`config.mk`:
```
export PLATFORM = sky130hd
export DESIGN_NAME = hall98_sequencer
export DESIGN_NICKNAME = d
export VERILOG_FILES = /design/src/rtl/hall98_sequencer.sv
export SDC_FILE = /design/constraint.sdc
export NUM_CORES = 1
export LEC_CHECK = 0
export CORE_MARGIN = 1
export CORE_UTILIZATION = 61
export DETAILED_ROUTE_END_ITERATION = 8
export GPL_ROUTABILITY_DRIVEN = 0
export GPL_TIMING_DRIVEN = 1
export HOLD_SLACK_MARGIN = 0.1
export MAX_ROUTING_LAYER = met4
export PLACE_DENSITY_LB_ADDON = 0.25
export SETUP_SLACK_MARGIN = 0.15
export SLEW_MARGIN = 40
export SYNTH_ARGS = -nofsm -noshare
export SYNTH_HDL_FRONTEND = slang
export SYNTH_SLANG_ARGS = --single-unit
```
`constraint.sdc`:
```
create_clock -name iclock -period 6.6 [get_ports iclock]
set_input_delay 1.65 -clock iclock [delete_from_list [all_inputs] [get_ports iclock]]
set_output_delay 1.65 -clock iclock [all_outputs]
set_load 0.03 [all_outputs]
```
`src/rtl/hall98_sequencer.sv`:
```
// Program sequencer for the hall98 core: buffers (opcode, re, n) triples and issues
// them with opcode-specific hold times. Optional replay mode: HALL98_SEQ_REPEAT_EN.
module hall98_sequencer #(
    parameter int DEPTH   = 16,
    parameter int RE_W    = 4,
    parameter int N_W     = 32,
    parameter int ALU_CYC = 2,
    parameter int MUL_CYC = 4,
    parameter int MEM_CYC = 3
) (
    input  logic            iclock,
    input  logic            ireset_n,
    input  logic            load_valid,
    output logic            load_ready,
    input  logic [31:0]     load_op,
    input  logic [RE_W-1:0] load_re,
    input  logic [N_W-1:0]  load_n,
    input  logic            start,
    input  logic            abort,
`ifdef HALL98_SEQ_REPEAT_EN
    input  logic [3:0]      iters,
`endif
    output logic [31:0]     opcode,
    output logic [RE_W-1:0] re,
    output logic [N_W-1:0]  n,
    output logic            flag,
    output logic            busy,
    output logic            done,
    output logic            err,
    output logic [7:0]      issue_cnt
);
    localparam int AW = $clog2(DEPTH);

    typedef enum logic [1:0] {S_IDLE, S_ISSUE, S_HOLD, S_END} state_t;
    state_t state, state_nx;

    logic [31:0]     mem_op [DEPTH];
    logic [RE_W-1:0] mem_re [DEPTH];
    logic [N_W-1:0]  mem_n  [DEPTH];
    logic [AW-1:0]   wr_ptr, rd_ptr, head_idx;
    logic [AW:0]     count;
    logic            push, pop, clr;

    logic [31:0]     op_r;
    logic [RE_W-1:0] re_r;
    logic [N_W-1:0]  n_r;
    logic [15:0]     hold_cnt;
    logic [15:0]     lat;
    logic            legal, issue_more, hold_more;

    // Zero latency marks an illegal opcode.
    function automatic logic [15:0] op_lat(input logic [31:0] op);
        case (op)
            32'h45, 32'h46, 32'h47: op_lat = 16'(ALU_CYC);
            32'h48:                 op_lat = 16'(MUL_CYC);
            32'h49, 32'h4A:         op_lat = 16'(MEM_CYC);
            default:                op_lat = 16'd0;
        endcase
    endfunction

`ifdef HALL98_SEQ_REPEAT_EN
    logic [AW:0] run_len, run_idx;
    logic [3:0]  iter_idx, iter_tgt;
    logic        last_r;

    // Entries stay in place; a walking offset from the head replays the program.
    assign head_idx   = rd_ptr + run_idx[AW-1:0];
    assign issue_more = !((run_idx == run_len - 1'b1) && (iter_idx == iter_tgt - 4'd1));
    assign hold_more  = !last_r;
    assign pop        = 1'b0;
    assign clr        = (state == S_END);
    assign load_ready = (count != (AW+1)'(DEPTH)) && (state == S_IDLE);
`else
    assign head_idx   = rd_ptr;
    assign issue_more = (count > (AW+1)'(1));
    assign hold_more  = (count != '0);
    assign pop        = (state == S_ISSUE);
    assign clr        = 1'b0;
    assign load_ready = (count != (AW+1)'(DEPTH));
`endif

    assign push  = load_valid && load_ready;
    assign lat   = op_lat(mem_op[head_idx]);
    assign legal = (lat != 16'd0);

    always_ff @(posedge iclock) begin
        if (push) begin
            mem_op[wr_ptr] <= load_op;
            mem_re[wr_ptr] <= load_re;
            mem_n[wr_ptr]  <= load_n;
        end
    end

    always_ff @(posedge iclock or negedge ireset_n) begin
        if (!ireset_n) begin
            wr_ptr <= '0;
            rd_ptr <= '0;
            count  <= '0;
        end else if (abort || clr) begin
            wr_ptr <= '0;
            rd_ptr <= '0;
            count  <= '0;
        end else begin
            if (push) wr_ptr <= wr_ptr + 1'b1;
            if (pop)  rd_ptr <= rd_ptr + 1'b1;
            case ({push, pop})
                2'b10:   count <= count + 1'b1;
                2'b01:   count <= count - 1'b1;
                default: count <= count;
            endcase
        end
    end

    always_comb begin
        state_nx = state;
        case (state)
            S_IDLE:  if (start && count != '0) state_nx = S_ISSUE;
            S_ISSUE: begin
                if (legal && lat > 16'd1) state_nx = S_HOLD;
                else                      state_nx = issue_more ? S_ISSUE : S_END;
            end
            S_HOLD:  if (hold_cnt == 16'd1) state_nx = hold_more ? S_ISSUE : S_END;
            S_END:   state_nx = S_IDLE;
            default: state_nx = S_IDLE;
        endcase
        if (abort) state_nx = S_IDLE;
    end

    always_ff @(posedge iclock or negedge ireset_n) begin
        if (!ireset_n) begin
            state     <= S_IDLE;
            op_r      <= '0;
            re_r      <= '0;
            n_r       <= '0;
            hold_cnt  <= '0;
            err       <= 1'b0;
            issue_cnt <= '0;
`ifdef HALL98_SEQ_REPEAT_EN
            run_len   <= '0;
            run_idx   <= '0;
            iter_idx  <= '0;
            iter_tgt  <= '0;
            last_r    <= 1'b0;
`endif
        end else begin
            state <= state_nx;
            if (!abort) begin
                case (state)
                    S_IDLE: if (start) begin
                        if (count != '0) begin
                            err       <= 1'b0;
                            issue_cnt <= '0;
`ifdef HALL98_SEQ_REPEAT_EN
                            run_len   <= count;
                            run_idx   <= '0;
                            iter_idx  <= '0;
                            iter_tgt  <= (iters == 4'd0) ? 4'd1 : iters;
`endif
                        end else begin
                            err <= 1'b1;
                        end
                    end
                    S_ISSUE: begin
                        if (legal) begin
                            op_r      <= mem_op[head_idx];
                            re_r      <= mem_re[head_idx];
                            n_r       <= mem_n[head_idx];
                            hold_cnt  <= lat - 16'd1;
                            issue_cnt <= issue_cnt + 8'd1;
                        end else begin
                            err <= 1'b1;
                        end
`ifdef HALL98_SEQ_REPEAT_EN
                        last_r <= !issue_more;
                        if (run_idx == run_len - 1'b1) begin
                            run_idx  <= '0;
                            iter_idx <= iter_idx + 4'd1;
                        end else begin
                            run_idx <= run_idx + 1'b1;
                        end
`endif
                    end
                    S_HOLD:  hold_cnt <= hold_cnt - 16'd1;
                    default: ;
                endcase
            end
        end
    end

    // Outputs decode from state so an asynchronous reset clears them immediately.
    always_comb begin
        opcode = '0;
        re     = '0;
        n      = '0;
        if (state == S_ISSUE && legal) begin
            opcode = mem_op[head_idx];
            re     = mem_re[head_idx];
            n      = mem_n[head_idx];
        end else if (state == S_HOLD) begin
            opcode = op_r;
            re     = re_r;
            n      = n_r;
        end
    end

    assign flag = (state == S_END);
    assign done = (state == S_END);
    assign busy = (state != S_IDLE);

endmodule

```
Yosys cells after proc, flatten, opt, wreduce, memory -nomap -nowiden
Memories as Yosys holds them, arrays and structs flattened.
Cells that the tools add are included.
W data, S select, Z words.
{"block": "totals", "regBits": 108, "wordCells": 94, "mem_bits_rw": 1088, "n_memories": 3, "input_bits": 73}
{"name": "mem_n", "words": 16, "word_bits": 32, "rd": 1, "rd_clocked_by_memory_dff": 0, "wr": 1, "line": "39", "source": "logic [N_W-1:0] mem_n [DEPTH];"}
{"name": "mem_op", "words": 16, "word_bits": 32, "rd": 1, "rd_clocked_by_memory_dff": 0, "wr": 1, "line": "37", "source": "logic [31:0] mem_op [DEPTH];"}
{"name": "mem_re", "words": 16, "word_bits": 4, "rd": 1, "rd_clocked_by_memory_dff": 0, "wr": 1, "line": "38", "source": "logic [RE_W-1:0] mem_re [DEPTH];"}
{"block": "classes", "bitwise_logic": 1, "magnitude_cmp": 2, "muxes": 32, "addsub": 7, "reduce_logical": 20, "n_eq_ne": 19}
{"op": "$eq A32 B7 Y1 const B", "count": 6}
{"op": "$mux W32", "count": 4}
{"op": "$pmux W16 S2", "count": 1}
{"op": "$sub A16 B1 Y16 const B", "count": 2}
{"op": "$mux W4", "count": 6}
{"op": "$mux W8", "count": 3}
{"op": "$eq A16 B1 Y1 const B", "count": 1}
{"op": "$gt A16 B1 Y1 const B", "count": 1}
{"op": "$mux W16", "count": 1}
{"op": "$pmux W8 S2", "count": 1}
{"op": "$reduce_bool A16 Y1", "count": 1}
{"op": "$mux W2", "count": 6}
{"op": "$pmux W5 S2", "count": 1}
{"op": "$reduce_bool A2 Y1", "count": 5}
{"op": "$pmux W3 S3", "count": 1}
{"op": "$add A4 B1 Y4 const B", "count": 2}
{"op": "$add A8 B1 Y8 const B", "count": 1}
{"op": "$pmux W2 S4", "count": 1}
{"op": "$eq A2 B2 Y1 const B", "count": 3}
{"op": "$ne A2 B2 Y1 const B", "count": 3}
{"op": "$ne A3 B3 Y1 const B", "count": 2}
{"op": "$reduce_and A3 Y1", "count": 2}
{"op": "$add A5 B1 Y5 const B", "count": 1}
{"op": "$gt A5 B1 Y1 const B", "count": 1}
{"op": "other kinds (17)", "count": 25}

Longest topological paths before layout
Gate-level depths: netlist (run 1).
An unclocked memory read counts as a cell.
{"block": "logic_depth", "word_depth": 9, "ltp_mapped": 21, "depth_no_buf": 16}

Worst setup path before layout (run 1)
No wires, ideal clock.
{"block": "synth_path", "kind": "register to output", "start": "reg rd_ptr[1], in the netlist head_idx[1]", "end": "out opcode[11]", "t_required_ps": 4950, "path_slack_ps": 374, "n_path_buf": 6, "path_stages_with_launch": 17, "arrival_ps": 4576, "path_cell_list": "dfrtp_1 -> buf_2 -> buf_2 -> clkbuf_1 -> buf_1 -> mux4_2 -> a221oi_1 -> nand2_1 -> nor4_2 -> nand4_1 -> or3b_1 -> ha_1 -> ha_1 -> nand2b_1 -> clkbuf_1 -> clkbuf_1 -> o21ai_0"}
{"block": "synth_between", "elab_chain_len": 7, "word_cells_on_any_way": 13, "cone_classes": "eq/ne (6); mux (2); reduce/logical (4); memory (1)"}
{"item": "from (decl)", "line": "40", "source": "logic [AW-1:0] wr_ptr, rd_ptr, head_idx;"}
{"item": "from (signal assigned)", "line": "105", "source": "if (pop) rd_ptr <= rd_ptr + 1'b1;"}
{"item": "$mem_v2 Z16 W32 *"}
{"item": "$eq A32 B7 Y1", "line": "53", "source": "case (op)"}
{"item": "$reduce_or A3 Y1 / $reduce_or A2 Y1 (equally long branches)", "line": "53"}
{"item": "$pmux W3 S3", "line": "53"}
{"item": "$reduce_bool A16 Y1", "line": "84", "source": "assign legal = (lat != 16'd0);"}
{"item": "$logic_and A1 B1 Y1", "line": "195", "source": "if (state == S_ISSUE && legal) begin"}
{"item": "$mux W32 *", "line": "195"}
{"item": "to (decl)", "line": "23", "source": "output logic [31:0] opcode,"}
Every way passes the cells marked *; elsewhere a longest branch is shown, timed or not.

Final worst setup path (run 1)
{"block": "layout_path", "start": "reg rd_ptr[0], in the netlist head_idx[0]", "end": "out n[28]"}
{"block": "layout_between", "elab_chain_len": 7, "word_cells_on_any_way": 14, "cone_classes": "eq/ne (6); mux (2); reduce/logical (4); memory (2)"}
{"item": "$mem_v2 Z16 W32"}
{"item": "$eq A32 B7 Y1", "line": "53"}
{"item": "$reduce_or A3 Y1 / $reduce_or A2 Y1 (equally long branches)", "line": "53"}
{"item": "$pmux W3 S3", "line": "53"}
{"item": "$reduce_bool A16 Y1", "line": "84"}
{"item": "$logic_and A1 B1 Y1", "line": "195"}
{"item": "$mux W32 *", "line": "195"}
{"item": "to (decl)", "line": "25", "source": "output logic [N_W-1:0] n,"}
Marks and branches as above.

==> results.yml, run 1 <==
global_route:
  track_usage: 0.323
  overflow: 0
  grt_max_degree: 59
  grt_pass1_vias: 25800
  grt_pass1_wl_mm: 174
  antenna_found_initial: 11
worst_setup_path:
  r2r-start: "head_idx[0]"
  crit_slowest_cell: "dfrtp_4"
  cp_common_cell: "buf_12"
  cp.depth: 17
  cp_top_family: "simple AND/OR/NAND/NOR gates"
  worst-endpoint-arrival_ns: 5.17
  crit_buf_inv: 6
  cp-endpoint: "n[28]"
  worstReg2RegEnd: "hold_cnt[12]"
  reg2regPathDepth: 18
  worstPathMaxFanout: 10
  cpPeakStageDelay_ns: 0.53
  crit_chain: "buf_12 > buf_12 > buf_4 > mux4_2 > a22o_1 > a221oi_2 > nand2_1 > nor3_4 > nand4_1 > or3b_4 > ha_4 > ha_4 > nor2_4 > buf_12 > clkbuf_16 > a22o_1 > buf_6"
  startpoint: "head_idx[0]"
  critPathKind: "reg -> out"
  critPathLaunchType: "flip-flop"
  worst_setup_path_end_kind: "output pin"
  r2r_slack_ns: 1.01
  required_ns: 4.95
synth:
  synth_mux_area_frac: 0.149
  synth_edf_count: 1088
  synth_compound_area_frac: 0.0346
  synth_xor_area_frac: 0.00319
  async_flop_share: 0.0903
  synth_area_leaders: "edfxtp_1, mux4_2, dfrtp_1, nand2_1, a22o_1"
  yosys_most_used_dff: "edfxtp_1"
  ys_types: 57
  yosysSeqAreaShare: 0.759
  synthSimpleGateAreaFrac: 0.0378
  synth_top_family_by_area: "multiplexers"
  synth_top_cell_area_share: 0.701
  synth_top_cells_by_count: "edfxtp_1, mux4_2, nand2_1, dfrtp_1, clkbuf_1"
  postSynthNetCount: 2392
  synth-adder-area-share: 0.00376
  yosys_warnings: 0
  synth_top_area_cell: "edfxtp_1"
  synth_seq_cells: 1196
  yosysMostFrequentCell: "edfxtp_1"
  syn_area_per_cell_um2: 20.2
  synthCells: 2305
  mappedNetlistArea_um2: 46600
timing:
  clock_skew_ns: 0.0281
  min_period_over_period: 1.03
  slew_viol_final: 0
  fin_tns_setup_ns: -8.14
  max_freq_ghz: 0.147
  finalCriticalPeriod_ns: 6.82
  rsz0062_at_grt: "true"
  hold_viol_final: 0
  setup_ws_ns: -0.225
  worstMarginPinSlew_ns: 0.845
  setup_violations: 67
  slew-limit-headroom: 0.431
power_and_ir_drop:
  power_frac_comb: 0.219
  p_per_area_nw_per_um2: 350
  p_leak_nw: 18.9
  swShare: 0.263
  power_frac_seq: 0.440
  pwr-share-clk: 0.341
  internal_power_mw: 14.5
  total_power_mw: 19.7
  p_sw_mw: 5.18
  vdd.ir_drop.worst_mv: 0.255
placed_design:
  io_buffer_count: 153
  dpl.cell_count: 3421
  hpwl_mm: 63.7
  dpl_worst_slack_ns: -0.0318
run_status:
  violations: "setup timing"
  status: "finished with violations"
drt:
  detailedRoute.firstIterationViolations: 3465
  vias: 25700
  drt.antenna.violating_nets: 0
  drc: 0
  routed_wl_mm: 123
  dr.pass1.iters: 6
  wl_per_cell_um: 32.9
  viasPerCell: 6.90
worst_hold_path:
  hold_class: "reg -> reg"
floorplanning:
  floorplan.initialDensity: 0.615
  die-area_um2: 77600
  die_h_um: 278
  core_um2: 75800
  core.rowCount: 101
  die_w_um: 278
  io_pins: 154
finish:
  final_cells: 3726
  fill_cells: 3944
  multiInputGateArea_um2: 11400
  layout.nets: 2728
  seqCellArea_um2: 35400
  drive_gt1_frac: 0.308
  syn_to_final_growth_pct: 20.6
  final_util: 0.742
clocking:
  cts_tree: "done"
  clk_latency_ns: 0.68
  cts.sinks: 1196
  hold_buffers: 0
  htreeDepth: 3
  cts_buffers: 114
  cts_buffer_depth: 3
  clockRootBuffer: "clkbuf_16"
  cts.clk_slew.worst_paths_ns: 0.06
job:
  max_cap_violations: 0
==> final cells by class <==
cell class                      count  share of cell area
Sequential cell                  1196               0.629
Tap cell                          978              0.0218
Timing Repair Buffer              347              0.0773
Inverter                           10            0.000734
Antenna cell                       11            0.000489
Clock inverter                     74              0.0143
Clock buffer                      138              0.0534
Multi-Input combinational cell    972               0.203
==> per-layer routing <==
layer	up-vias	track usage	wire, um
met3	302	0.0578	13300
met1	13400	0.428	43500
met2	1873	0.517	61700
li1	10200	-	-
met5	-	-	0
met4	0	0.102	4200
==> flip-flops by register name (all words and copies together), names as in the netlist <==
| name | flops |
|---|---|
| mem_op | 512 |
| n_r | 32 |
| err | 1 |
| mem_n | 512 |
| state | 2 |
| wr_ptr | 4 |
| hold_cnt | 16 |
| issue_cnt | 8 |
| mem_re | 64 |
| op_r | 32 |
| re_r | 4 |
| count | 5 |
| head_idx | 4 |
==> worst register-to-register path: stages, from the launching register on <==
cell	delay [ns]
dfrtp_4	0.53
buf_12	0.16
buf_12	0.15
buf_4	0.15
mux4_2	0.43
a22o_1	0.27
a221oi_2	0.35
nand2_1	0.26
nor3_4	0.29
nand4_1	0.20
or3b_4	0.47
ha_4	0.18
ha_4	0.17
nand2b_4	0.22
buf_12	0.22
buf_4	0.18
nor2_4	0.63
o21ai_2	0.42
o311ai_1	0.19
==> what timing repair did <==
action                                  4_1_cts  5_1_grt
resized for setup                           151       25
endpoints found under the setup margin       68       68
gates cloned                                  8        3
pin swaps                                    20       13
setup buffers                                62        9
==> cell families (layout without fill, tap and decap cells) <==
group           count (synthesis)  count (layout)
compound gates                220             220
xor+xnor                       17              17
fa+ha+maj                      14              14
buf+inv                       137             569
flops                        1196            1196
mux                           326             326
other cells                     0              11
simple gates                  395             395
==> how the worst min path moves through the flow <==
stage | from | end | slack [ns] | cells after the start
after floorplan | n_r[0] | n_r[0] | 0.45 | 2
after global placement | n_r[3] | n_r[3] | 0.46 | 2
after detailed placement | op_r[4] | op_r[4] | 0.46 | 2
after CTS | op_r[4] | op_r[4] | 0.48 | 2
after global routing | op_r[7] | op_r[7] | 0.51 | 2
final | op_r[2] | op_r[2] | 0.48 | 2
==> through the flow <==
stage	hold slack [ns]	area (um2)
floorplan	0.446	46600
global placement	0.458	50100
detailed placement	0.463	50500
CTS	0.478	55900
global route	0.514	56300
finish	0.481	56300
==> placed cells by master (no fill, tap or decap), drive strengths merged, types with 3 or more instances in the layout <==
master         instances
mux2i                 33
nor2                  48
a221oi                25
xnor2                  9
ha                    14
nor3                  18
a22o                  70
nand2                240
inv                   10
buf                  258
diode                 11
or4                    5
nand4                  6
and2                  22
a31oi                  5
or2                    4
or3                    5
clkinvlp               4
nor3b                  3
mux4                 293
dfrtp                108
clkbuf               141
xor2                   8
nand3                  8
and3                   4
a22oi                 27
a21oi                 28
bufinv                17
nor4                  11
clkinv                53
edfxtp              1088
clkdlybuf4s50         84
nand2b                 8
nor2b                  6
o211ai                 6
o21ai                 45
==> power by group through the flow <==
stage               registers (mW)  clock network [mW]  logic (mW)
global route                  8.67                7.01        4.53
floorplan                     8.76                   0        2.55
CTS                           8.65                6.70        4.18
finish                        8.66                6.71        4.31
global placement              8.79                   0        3.48
detailed placement            8.81                   0        3.60
Note: power is estimated with default switching activity, not from simulation.
==> run 2, diff against run 1 <==
- CORE_UTILIZATION: 61 -> 66
- clock period: 6.6 -> 8.5 ns (I/O delays scaled with it)
==> run 2 against run 1 <==
Compared with the run above: the run now ends clean; combinational power shrank 36%; critical path type unchanged; cell area shrank 4.9%; global-route usage grew 2.7 points; highest routed layer unchanged.
==> results.yml, run 2 (same netlist as run 1, synthesis figures left out) <==
run_status:
  status: "complete, no violations"
drt:
  routed_wl_mm: 119
  wl_per_cell_um: 33.5
  drt.antenna.violating_nets: 0
  detailedRoute.firstIterationViolations: 3794
  dr.pass1.iters: 6
  vias: 25000
  viasPerCell: 7.03
  drc: 0
timing:
  worstMarginPinSlew_ns: 0.908
  finalCriticalPeriod_ns: 8.16
  min_period_over_period: 0.961
  slew_viol_final: 0
  rsz0062_at_grt: "false"
  max_freq_ghz: 0.122
  slew-limit-headroom: 0.393
  clock_skew_ns: 0.0339
  fin_tns_setup_ns: 0
  setup_violations: 0
  holdWs_ns: 0.480
  hold_viol_final: 0
finish:
  design_area_um2: 53500
  top_regs: "mem_n (512), mem_op (512), mem_re (64)"
  final_util: 0.764
  final_cell_mix: "edfxtp_1, mux4_2, nand2_1"
  layout.nets: 2594
  drive_gt1_frac: 0.240
  final_cells: 3551
  final_common_cell: "edfxtp_1"
  fill_cells: 3511
  syn_to_final_growth_pct: 14.7
power_and_ir_drop:
  vdd.ir_drop.worst_mv: 0.190
  p_leak_nw: 17.5
  p_per_area_nw_per_um2: 272
global_route:
  track_usage: 0.349
  grt_pass1_wl_mm: 171
  grt_use_met2: 0.547
  busiest_layer: "met2"
  antenna_found_initial: 6
  overflow: 0
  grt_max_degree: 77
  use_met3: 0.0739
  use_met1: 0.464
  grt_pass1_vias: 25300
floorplanning:
  io_pins: 154
  die-area_um2: 71700
  floorplan.initialDensity: 0.666
  core.rowCount: 97
  die_w_um: 268
  core_um2: 70000
  die_h_um: 268
clocking:
  htreeDepth: 3
  cts_buffer_depth: 3
  clk_latency_ns: 0.70
  cts_buffers: 113
  cts_tree: "done"
  cts.sinks: 1196
  cts.clk_slew.worst_paths_ns: 0.06
  hold_buffers: 0
  clockRootBuffer: "clkbuf_16"
worst_setup_path:
  crit_chain: "buf_12 > buf_12 > mux4_2 > or2_1 > a21oi_1 > o211ai_1 > nor4_1 > nand4_1 > or3b_1 > ha_1 > ha_1 > nor2_4 > buf_6 > a22o_1 > buf_4"
  worstPathMaxFanout: 37
  crit_slowest_cell: "dfrtp_4"
  critPathLaunchType: "flip-flop"
  cpPeakStageDelay_ns: 0.66
  required_ns: 6.38
  critPathKind: "reg -> out"
  worst-endpoint-arrival_ns: 6.04
  worst_setup_path_end_kind: "output pin"
placed_design:
  dpl.cell_count: 3326
  io_buffer_count: 153
  placedInstanceArea_um2: 49700
  hpwl_mm: 58.9
worst_hold_path:
  hold_class: "reg -> reg"
job:
  max_cap_violations: 0
==> run 2: per-layer routing <==
metal  routed length, um  vias up  share of wire
met5                   0        -              0
li1                    -     9859              -
met2               59300     1910           0.50
met4                3680        0          0.031
met1               42300    13000           0.36
met3               13600      258           0.11
==> run 2: what timing repair did <==
| action | CTS | global route |
|---|---|---|
| endpoints found under the setup margin | 38 | 48 |
| buffers inserted | 2 | 0 |
| resized for setup | 0 | 3 |
==> run 2: cell type report <==
class / instances / area (um2) / area share
Clock inverter: 49 / 546 / 0.0102
Sequential cell: 1196 / 35400 / 0.662
Antenna cell: 6 / 15.0 / 0.000281
Multi-Input combinational cell: 972 / 10700 / 0.201
Clock buffer: 164 / 3140 / 0.0587
Inverter: 10 / 38.8 / 0.000725
Timing Repair Buffer: 214 / 2460 / 0.0460
Tap cell: 940 / 1180 / 0.0220
==> run 2: final timing paths <==
kind	cells past startpoint	start	end	slack (ns)
setup / recovery	15	head_idx[0]	opcode[12]	0.34
hold / removal	2	op_r[4]	op_r[4]	0.48
setup reg to reg	15	head_idx[0]	op_r[8]	2.42
hold reg to reg	2	op_r[4]	op_r[4]	0.48
max in group asynchronous	2	ireset_n	head_idx[1]	5.70
min in group asynchronous	1	ireset_n	head_idx[0]	1.46
==> run 2: where the power goes <==
part / internal (mW) / switching (mW)
clock: 2.82 / 2.22
combinational: 1.30 / 1.47
sequential: 6.60 / 0.143
total: 10.7 / 3.83
==> run 2: stage by stage <==
step                      setup WS, ns  total power, mW
after floorplan                   1.80             8.79
after global placement           0.830             9.44
after detailed placement         0.786             9.52
after CTS                        0.276             14.6
after global routing             0.182             15.0
final                            0.335             14.6
==> run 2: critical path: cells and delay by family, from the launching register on <==
kind	cells	cell delay, ns
and+or+nand+nor	5	1.63
buffers and inverters	4	1.21
AOI/OAI and AO/OA	3	0.73
DFF	1	0.66
muxes	1	0.53
adders and majority gates	2	0.50
